**src/rtl/dsp_arith_pkg.sv**
```systemverilog
// rtl/dsp_arith_pkg.sv - shared arithmetic constants and FSM encoding for the sequential DSP blocks
package dsp_arith_pkg;

  localparam logic [1:0] ST_IDLE = 2'b00;
  localparam logic [1:0] ST_CAL  = 2'b01;
  localparam logic [1:0] ST_FIX  = 2'b10;

  typedef enum logic [1:0] {
    S_IDLE = ST_IDLE,
    S_CAL  = ST_CAL,
    S_FIX  = ST_FIX
  } div_state_e;

  localparam int DIV_DIVIDEND_W = 32;
  localparam int DIV_DIVISOR_W  = 16;
  localparam int DIV_ITERS      = 32;
  localparam int DIV_CNT_W      = 6;

endpackage

```
**src/rtl/div_step.sv**
```systemverilog
// rtl/div_step.sv - one combinational restoring-division iteration on unsigned magnitudes
module div_step
  import dsp_arith_pkg::*;
#(
  parameter int QW = DIV_DIVIDEND_W,
  parameter int DW = DIV_DIVISOR_W
) (
  input  logic [DW-1:0] r,
  input  logic [QW-1:0] q,
  input  logic [DW-1:0] d,
  output logic [DW-1:0] r_next,
  output logic [QW-1:0] q_next
);

  logic [DW:0] r_sh;
  logic        ge;

  // Partial remainder stays below |d| between steps, so only the shifted value needs the extra bit.
  always_comb begin
    r_sh   = {r, q[QW-1]};
    ge     = (r_sh >= {1'b0, d});
    r_next = ge ? DW'(r_sh - {1'b0, d}) : r_sh[DW-1:0];
    q_next = {q[QW-2:0], ge};
  end

endmodule

```
**src/rtl/seq_divider.sv**
```systemverilog
// rtl/seq_divider.sv - sequential signed divider, one restoring step per cycle, start/done handshake
module seq_divider
  import dsp_arith_pkg::*;
#(
  parameter int din0_WIDTH = DIV_DIVIDEND_W,
  parameter int din1_WIDTH = DIV_DIVISOR_W,
  parameter int dout_WIDTH = DIV_DIVIDEND_W
) (
  input  logic                  axis_clk,
  input  logic                  axis_rst,
  input  logic [din0_WIDTH-1:0] din0,
  input  logic [din1_WIDTH-1:0] din1,
  input  logic                  start,
  output logic [dout_WIDTH-1:0] quot,
  output logic [din1_WIDTH-1:0] rem,
  output logic                  div_zero,
  output logic                  busy,
  output logic                  done
);

  localparam logic [DIV_CNT_W-1:0] LAST_STEP = DIV_CNT_W'(din0_WIDTH - 1);

  div_state_e            state;
  logic [DIV_CNT_W-1:0]  step_cnt;
  logic [din0_WIDTH-1:0] q_r, q_nx;
  logic [din1_WIDTH-1:0] r_r, r_nx, dmag_r;
  logic                  sq_r, sr_r, dz_r;

  div_step #(
    .QW(din0_WIDTH),
    .DW(din1_WIDTH)
  ) u_step (
    .r     (r_r),
    .q     (q_r),
    .d     (dmag_r),
    .r_next(r_nx),
    .q_next(q_nx)
  );

  always_ff @(posedge axis_clk) begin
    if (axis_rst) begin
      state    <= S_IDLE;
      step_cnt <= '0;
      q_r      <= '0;
      r_r      <= '0;
      dmag_r   <= '0;
      sq_r     <= 1'b0;
      sr_r     <= 1'b0;
      dz_r     <= 1'b0;
      quot     <= '0;
      rem      <= '0;
      div_zero <= 1'b0;
      busy     <= 1'b0;
      done     <= 1'b0;
    end else begin
      done <= 1'b0;
      case (state)
        S_IDLE: begin
          if (start) begin
            // Negating -2^N wraps to 2^N, which is still correct read as unsigned.
            q_r      <= din0[din0_WIDTH-1] ? -din0 : din0;
            dmag_r   <= din1[din1_WIDTH-1] ? -din1 : din1;
            sq_r     <= din0[din0_WIDTH-1] ^ din1[din1_WIDTH-1];
            sr_r     <= din0[din0_WIDTH-1];
            dz_r     <= (din1 == '0);
            r_r      <= '0;
            step_cnt <= '0;
            busy     <= 1'b1;
            state    <= S_CAL;
          end
        end
        S_CAL: begin
          q_r      <= q_nx;
          r_r      <= r_nx;
          step_cnt <= step_cnt + 1'b1;
          if (step_cnt == LAST_STEP) state <= S_FIX;
        end
        S_FIX: begin
          if (dz_r) begin
            quot <= '1;
            rem  <= '0;
          end else begin
            quot <= dout_WIDTH'(sq_r ? -q_r : q_r);
            rem  <= sr_r ? -r_r : r_r;
          end
          div_zero <= dz_r;
          done     <= 1'b1;
          busy     <= 1'b0;
          state    <= S_IDLE;
        end
        default: state <= S_IDLE;
      endcase
    end
  end

endmodule

```
**config.mk**
```make
export PLATFORM = sky130hd
export DESIGN_NAME = seq_divider
export DESIGN_NICKNAME = d
export VERILOG_FILES = /design/src/rtl/dsp_arith_pkg.sv /design/src/rtl/div_step.sv /design/src/rtl/seq_divider.sv
export SDC_FILE = /design/constraint.sdc
export NUM_CORES = 1
export LEC_CHECK = 0
export CAP_MARGIN = 20
export CELL_PAD_IN_SITES_DETAIL_PLACEMENT = 0
export CELL_PAD_IN_SITES_GLOBAL_PLACEMENT = 1
export CORE_MARGIN = 1.5
export CORE_UTILIZATION = 37
export CTS_CLUSTER_DIAMETER = 80
export DETAILED_ROUTE_END_ITERATION = 8
export HOLD_SLACK_MARGIN = 0.12
export PLACE_DENSITY_LB_ADDON = 0.1
export SYNTH_ARGS = -nofsm -noshare
export SYNTH_HDL_FRONTEND = slang
export SYNTH_SLANG_ARGS = --single-unit
```
**constraint.sdc**
```tcl
create_clock -name axis_clk -period 2.8 [get_ports axis_clk]
set_input_delay 0.28 -clock axis_clk [delete_from_list [all_inputs] [get_ports axis_clk]]
set_output_delay 0.28 -clock axis_clk [all_outputs]
set_load 0.005 [all_outputs]
```
==> key figures, run 1 <==
Drt
  • Vias per cell: between 5 and 6
  • M1 wire length: 10800 µm
  • Residual DRC: 0
  • Routed wire length: ~19000 µm
  • Routed Antenna Nets: 0
  • Drt pass-1 iters: 4
  • Top routing layer in use: met4
  • DR WL met3: between 900 and 1000 µm
  • WL met2: around 7500 µm
  • Routed via count: between 6k and 7k
  • Routed len/inst: roughly 15 µm
  • Drt initial violations: around 430

STA
  • Fmax: 0.367 GHz
  • Slew HR: ~36%
  • Final period util: ~97%
  • Final-report max-slew violation count: 0
  • Final setup viols: 0
  • Endpoints failing hold: 0
  • Max Clock Skew: roughly 0.0095 ns
  • Min Tclk post-route: between 2 and 3 ns
  • Hold WS: roughly 0.35 ns
  • RSZ-0062 raised after global routing: false
  • Worst slew pin tran: 0.961 ns
  • Setup TNS: 0 ns

Clock network
  • Clock latency on the worst-skew pair: 0.41 ns
  • CTS Buf Count: 17
  • TritonCTS clock tree: yes
  • Worst-case clock buffer depth: 2
  • CTS Hold Bufs: 0
  • Clock sinks: 126
  • H-Tree Depth: 4
  • Clock slew at reported path FFs: about 0.06 ns
  • Root buffer cell: clkbuf_16

Setup path
  • R2R Setup Slk: about 0.18 ns
  • CP Capture Type: register
  • Worst r2r src: q_r[4]
  • Critical R2R Capture: quot[29]
  • WP data required: 3.07 ns
  • Crit path DAT: ~3 ns
  • Worst r2r path cells: 7
  • CP Class: in -> reg
  • CP max FO: 3
  • Startpoint types: input pin

Synthesis
  • Mapped Cells: slightly below 900
  • Post-synth ARST share: 0%
  • Most frequent cell after synthesis: dfxtp_1
  • Synth area leader: dfxtp_1
  • Post-synth EDFFs: 0
  • Post-synth cell types: 54
  • Synthesized Nets: 951
  • Syn Area/Cell: slightly above 8 µm²
  • Synth Cell Area: 7200 µm²
  • Yosys reg bits: between 100 and 150
  • Synth top cells by count: dfxtp_1, nand2_1, nor2_1
  • Top cells by area, synth: dfxtp_1, xor2_1, o21ai_0, xnor2_1, nand2_1
  • Primary FF master, synth: dfxtp_1
  • Yosys warnings: 0
  • Post-synthesis sequential area ratio: between 30% and 40%
  • Area share of the largest cell type after synthesis: 35.0%

Floorplan
  • Chip width: 142 µm
  • # rows: 50
  • Core area: between 15000 and 20000 µm²
  • Die Footprint: 20300 µm²
  • Die Height: between 100 and 150 µm
  • Ports: between 100 and 150
  • Starting Density: roughly two fifths

Cells and area
  • Final nets: approximately 1.1k
  • Share of cells above drive strength 1: between 10% and 20%
  • Layout Area Growth over Synthesis: 31.4%
  • Antenna cells: 0
  • Post-route cell area: ~9500 µm²

Pwr
  • Sw Share: between 30% and 40%
  • Total chip power: 7.28 mW
  • Peak supply drop: ~0.00044 V
  • Psw: 2.42 mW
  • P_int: 4.85 mW
  • Combinational share of power: a little under two fifths
  • PD cells: roughly 770 nW/µm²
  • Sequential share of power: around 29%
  • Leakage: between 3 and 4 nW
  • Power share of the clock group: ~34%

Global route
  • Largest net degree at the start of global routing: 37
  • Vias in the first global route: approximately 6.2k
  • First-pass GRT wire length: about 32000 µm
  • Gr usage total: a little under 20%
  • Initial antenna violation count: 0
  • Grt ovf: 0

Min path
  • Hold_sp: din0[14]
  • Hold Crit Class: in -> reg
  • WHS Path Cells: 5
  • Hold EP: q_r[14]

Placed design
  • Area after DPL: between 8000 and 9000 µm²
  • Port Buf Inserts: 101
  • RD Place Congestion: approximately 0.8
  • Detailed Place HPWL: 15300 µm

Run status
  • Status: finished, final reports clean

Run
  • Maxcap violations: 0
==> how the worst max path moves through the flow <==
stage	start	end	depth (start not counted)
after floorplan	din0[6]	q_r[28]	7
after global placement	din0[6]	q_r[28]	8
after detailed placement	din0[6]	q_r[28]	8
after CTS	din0[3]	q_r[28]	8
after global routing	q_r[4]	quot[29]	7
final	din0[3]	q_r[28]	8
==> per-layer routing <==
metal  vias to the layer above  global-route usage [%]
met5                         -                       0
li1                       3426                       -
met2                       158                    26.7
met3                        13                    3.63
met4                         0                    5.64
met1                      3067                    30.9
==> cell type report <==
| type | instances | area (µm²) |
|---|---|---|
| clock buffers | 19 | 433 |
| flip-flops and latches | 126 | 2520 |
| well taps | 260 | 325 |
| repair buffers | 163 | 1480 |
| fillers | 1823 | 9440 |
| inverters | 29 | 109 |
| clock inverters | 13 | 236 |
| multi-input cells | 671 | 4350 |
==> critical path, stage by stage <==
cell and delay (ns):
dlygate4sd2_1 0.24, or4_4 0.53, or4_4 0.54, or4_4 0.44, or4_4 0.51, o31ai_4 0.18
xor2_1 0.16, o22ai_1 0.10
==> registers in the layout (all words and copies together) (netlist names), 2 cells and up <==
register,flops
quot,32
step_cnt,6
state,2
q_r,32
rem,16
dmag_r,16
r_r,16
==> cell usage in the layout, fill, tap and decap left out, types with 6 or more instances in the layout <==
cell type        count
dfxtp_1            126
clkdlybuf4s50_1     92
nand2_1             86
nor2_1              81
o21ai_0             65
xor2_1              64
buf_4               61
a21oi_1             42
a211oi_1            41
xnor2_1             37
inv_1               29
o31ai_1             28
nor3_1              25
a22oi_1             25
ha_1                21
o22ai_1             19
clkbuf_16           17
mux2i_1             16
or3_1               12
nand3_1             11
o41ai_1             11
nand2b_1            10
or4_1                9
or2_2                7
dlygate4sd2_1        7
nand4_1              6
bufinv_16            6
==> through the flow <==
step	cells	utilization, %	worst slack [ns]
finish	1281	50.0	0.0753
global route	1281	50.0	0.00476
CTS	1281	50.0	0.0157
detailed placement	1248	46.4	-0.562
global placement	1248	46.4	-0.523
floorplan	878	-	-0.0170
==> power by group through the flow <==
stage	logic, mW	registers (mW)	clock network, mW
5_1_grt	2.97	2.12	2.62
6_report	2.68	2.10	2.49
4_1_cts	2.69	2.10	2.54
3_3_place_gp	2.64	2.13	0
3_5_place_dp	2.68	2.13	0
2_1_floorplan	1.84	2.10	0
==> logic make-up after synthesis <==
| group | count (synthesis) | synth area share (%) |
|---|---|---|
| buf+inv | 81 | 4.89 |
| fa+ha+maj | 22 | 3.93 |
| compound gates | 253 | 23.0 |
| mux | 17 | 2.38 |
| xor+xnor | 101 | 12.3 |
| flops | 126 | 35.0 |
| simple gates | 278 | 18.5 |
==> what timing repair did <==
item | 4_1_cts | 5_1_grt
pin swaps | 7 | 5
buffers inserted | 1 | 0
resized for setup | 7 | 3
endpoints found under the setup margin | 4 | 2
Power figures use the tool's default switching activity.
==> run 2: changes to the inputs <==
--- a/config.mk
+++ b/config.mk
@@ -6,14 +6,13 @@
 export NUM_CORES = 1
 export LEC_CHECK = 0
 export CAP_MARGIN = 20
-export CELL_PAD_IN_SITES_DETAIL_PLACEMENT = 0
-export CELL_PAD_IN_SITES_GLOBAL_PLACEMENT = 1
 export CORE_MARGIN = 1.5
-export CORE_UTILIZATION = 37
+export CORE_UTILIZATION = 45
 export CTS_CLUSTER_DIAMETER = 80
 export DETAILED_ROUTE_END_ITERATION = 8
 export HOLD_SLACK_MARGIN = 0.12
-export PLACE_DENSITY_LB_ADDON = 0.1
+export PLACE_DENSITY = 0.67
 export SYNTH_ARGS = -nofsm -noshare
 export SYNTH_HDL_FRONTEND = slang
+export SYNTH_HIERARCHICAL = 1
 export SYNTH_SLANG_ARGS = --single-unit
==> constraint.sdc (replaced) <==
create_clock -name axis_clk -period 3.05 [get_ports axis_clk]
set_input_delay 0.305 -clock axis_clk [delete_from_list [all_inputs] [get_ports axis_clk]]
set_output_delay 0.305 -clock axis_clk [all_outputs]
set_load 0.005 [all_outputs]
==> run 2 against run 1 <==
Against the previous run: final cell count is 1.0% lower; largest power group unchanged; wire length up 4.9%; first-iteration DRC count grew 8.8%; setup slack better by 0.24 ns; utilization up 5.5 points.
==> key figures, run 2 <==
Run status
  • Status: finished, final reports clean

Run
  • Maxcap violations: 0

Drt
  • Routed wire length: about 20000 µm
  • Vias per cell: roughly 5.7
  • Residual DRC: 0
  • Drt initial violations: 470
  • Routed len/inst: between 15 and 20 µm
  • Routed via count: about 7.2k
  • Drt pass-1 iters: 5
  • Routed Antenna Nets: 0

Cells and area
  • Share of cells above drive strength 1: 8.53%
  • Commonest non-fill, non-tap cells in the layout: dfxtp_1, nor2_1, clkdlybuf4s50_1, nand2_1, xor2_1
  • Seq. cell area: ~2500 µm²
  • Antenna cells: 0
  • Area of the multi-input gates: approximately 4800 µm²
  • Top flop regs: q_r: 32 flops, quot: 32 flops
  • Fillers: 1617
  • Layout Area Growth over Synthesis: 20.7%
  • Most common cell after layout, fill and taps aside: dfxtp_1
  • Final nets: ~1.1k

Synthesis
  • Syn Area/Cell: 8.16 µm²
  • Yosys warnings: 6
  • Top cells by area, synth: dfxtp_1, xor2_1, nor2_1, a211oi_1, ha_1
  • Post-synth EDFFs: 0
  • Area share of the largest cell type after synthesis: between 30% and 40%
  • Post-synthesis sequential area ratio: 31.8%
  • Yosys reg bits: ~130
  • Mapped Cells: between 900 and 1k
  • Synth area leader: dfxtp_1
  • Synthesized Nets: between 1k and 1.5k
  • Most frequent cell after synthesis: dfxtp_1
  • Synth top cells by count: dfxtp_1, nor2_1, nand2_1
  • Post-synth ARST share: 0%
  • Primary FF master, synth: dfxtp_1
  • Post-synth cell types: 75
  • Synth Cell Area: roughly 7900 µm²

STA
  • Slew HR: between 50% and 60%
  • Worst slew pin tran: approximately 0.65 ns
  • Setup TNS: 0 ns
  • Min Tclk post-route: between 2 and 3 ns
  • Fmax: about 0.37 GHz
  • Final period util: 89.8%
  • Max Clock Skew: 0.00807 ns
  • Endpoints failing hold: 0
  • RSZ-0062 raised after global routing: false
  • Final setup viols: 0
  • Setup WS post-layout: between 0.3 and 0.4 ns
  • Final-report max-slew violation count: 0

Floorplan
  • Ports: 102
  • Die Height: between 100 and 150 µm
  • Chip width: roughly 140 µm
  • Die Footprint: 18400 µm²
  • Starting Density: between 40% and 50%
  • # rows: 48
  • Core area: between 15000 and 20000 µm²

Pwr
  • Sw Share: between 30% and 40%
  • PD cells: ~790 nW/µm²
  • Psw: 2.81 mW
  • Power share of the clock group: between 20 and 30%
  • P_int: ~4.7 mW
  • Leakage: between 3 and 4 nW
  • Combinational share of power: between 40% and 50%
  • Peak supply drop: 0.000433 V
  • Sequential share of power: roughly 28%

Setup path
  • CP max FO: 13
  • WP data required: ~3.4 ns
  • Crit path DAT: 3.05 ns
  • Slowest CP cell: ha_1
  • Startpoint types: register
  • CP Class: reg -> reg
  • CP Capture Type: register
  • Critical path, cell by cell: inv_1, ha_1, nand3_1, o21bai_1, a311oi_1, o21ai_1, o21a_4, inv_4, mux2_2, a22o_1
  • Max stage delay on crit path: about 0.37 ns

Global route
  • Initial antenna violation count: 0
  • Vias in the first global route: 6109
  • Largest net degree at the start of global routing: 43
  • Gr usage total: between 20% and 30%
  • First-pass GRT wire length: approximately 32000 µm
  • Grt ovf: 0

Clock network
  • TritonCTS clock tree: yes
  • CTS Buf Count: 17
  • Worst-case clock buffer depth: 2
  • Root buffer cell: clkbuf_16
  • Clock sinks: roughly 130
  • Post-CTS setup repair buffer count: 0
  • CTS resizes: 0
  • Clock latency on the worst-skew pair: around 0.42 ns
  • CTS Hold Bufs: 0
  • H-Tree Depth: 4
  • Clock slew at reported path FFs: ~0.060 ns

Placed design
  • RD Place Congestion: 0.911
  • Port Buf Inserts: just over 100
  • Detailed Place HPWL: around 15000 µm
  • Worst slack at placement: ~0.067 ns

Min path
  • Hold Crit Class: in -> reg
[run 2: cell types whose count changed after synthesis, sizes merged, moves of 10 or more]
cell and delta:
inv +10, nor2 +34, nand2 -19, o21ai -13
mux2 +12, buf +30, a22o +20, nor3 -19
nor4 +11
[run 2: logic make-up (layout without fill, tap and decap cells)]
family                     Yosys count  after routing  share of synthesized area (%)
AOI/OAI and AO/OA                  296            296                           26.2
xor gates and xnor gates            87             87                           9.60
adders and majority gates           22             22                           3.56
buffers and inverters              130            201                           8.01
DFF                                126            126                           31.8
muxes                               21             21                           3.23
and+or+nand+nor                    290            290                           17.6
[run 2: worst max-delay path, delay by kind of cell, from the launching register on]
kind	cells	cell delay, ns
AOI/OAI and AO/OA	5	1.20
adders and majority gates	1	0.37
muxes	1	0.36
DFF	1	0.33
buffers and inverters	2	0.25
and+or+nand+nor	1	0.12
[run 2: worst paths after layout]
path	from	cells after the start	slack, ns	to
setup / recovery	dmag_r[3]	10	0.31	r_r[4]
hold reg to reg	rem[6]	2	0.45	rem[6]
hold / removal	axis_rst	2	0.37	q_r[1]
setup reg to reg	dmag_r[3]	10	0.31	r_r[4]
[run 2: final cells by class]
class,count,share of cell area (%)
clock buffers,19,4.73
repair buffers,130,12.8
flip-flops and latches,126,26.3
multi-input cells,716,50.0
clock inverters,13,1.72
well taps,225,2.94
inverters,39,1.55
[run 2: power groups by stage]
stage	sequential, mW	combinational, mW	clock (mW)
2_1_floorplan	2.04	2.86	0
3_3_place_gp	2.12	3.26	0
3_5_place_dp	2.13	3.30	0
4_1_cts	2.09	3.31	2.12
5_1_grt	2.13	3.66	2.20
6_report	2.10	3.33	2.09
[run 2: per-stage QoR]
step / cell area, µm² / utilization, % / cells / power, mW / hold WS [ns]
after CTS: 9580 / 55.6 / 1268 / 7.52 / 0.362
after floorplan: 7940 / - / 972 / 4.90 / 0.440
after global placement: 8960 / 52.0 / 1236 / 5.39 / 0.438
after detailed placement: 8960 / 52.0 / 1236 / 5.43 / 0.442
final: 9580 / 55.6 / 1268 / 7.53 / 0.375
after global routing: 9580 / 55.6 / 1268 / 7.99 / 0.383
[run 2: routing by layer]
metal | GRT usage [%] | up-vias | routed length (µm)
met5 | 0 | - | 0
met4 | 5.32 | 0 | 189
met3 | 4.34 | 20 | 1440
met2 | 30.2 | 248 | 8240
met1 | 34.8 | 3287 | 10500
li1 | - | 3667 | -
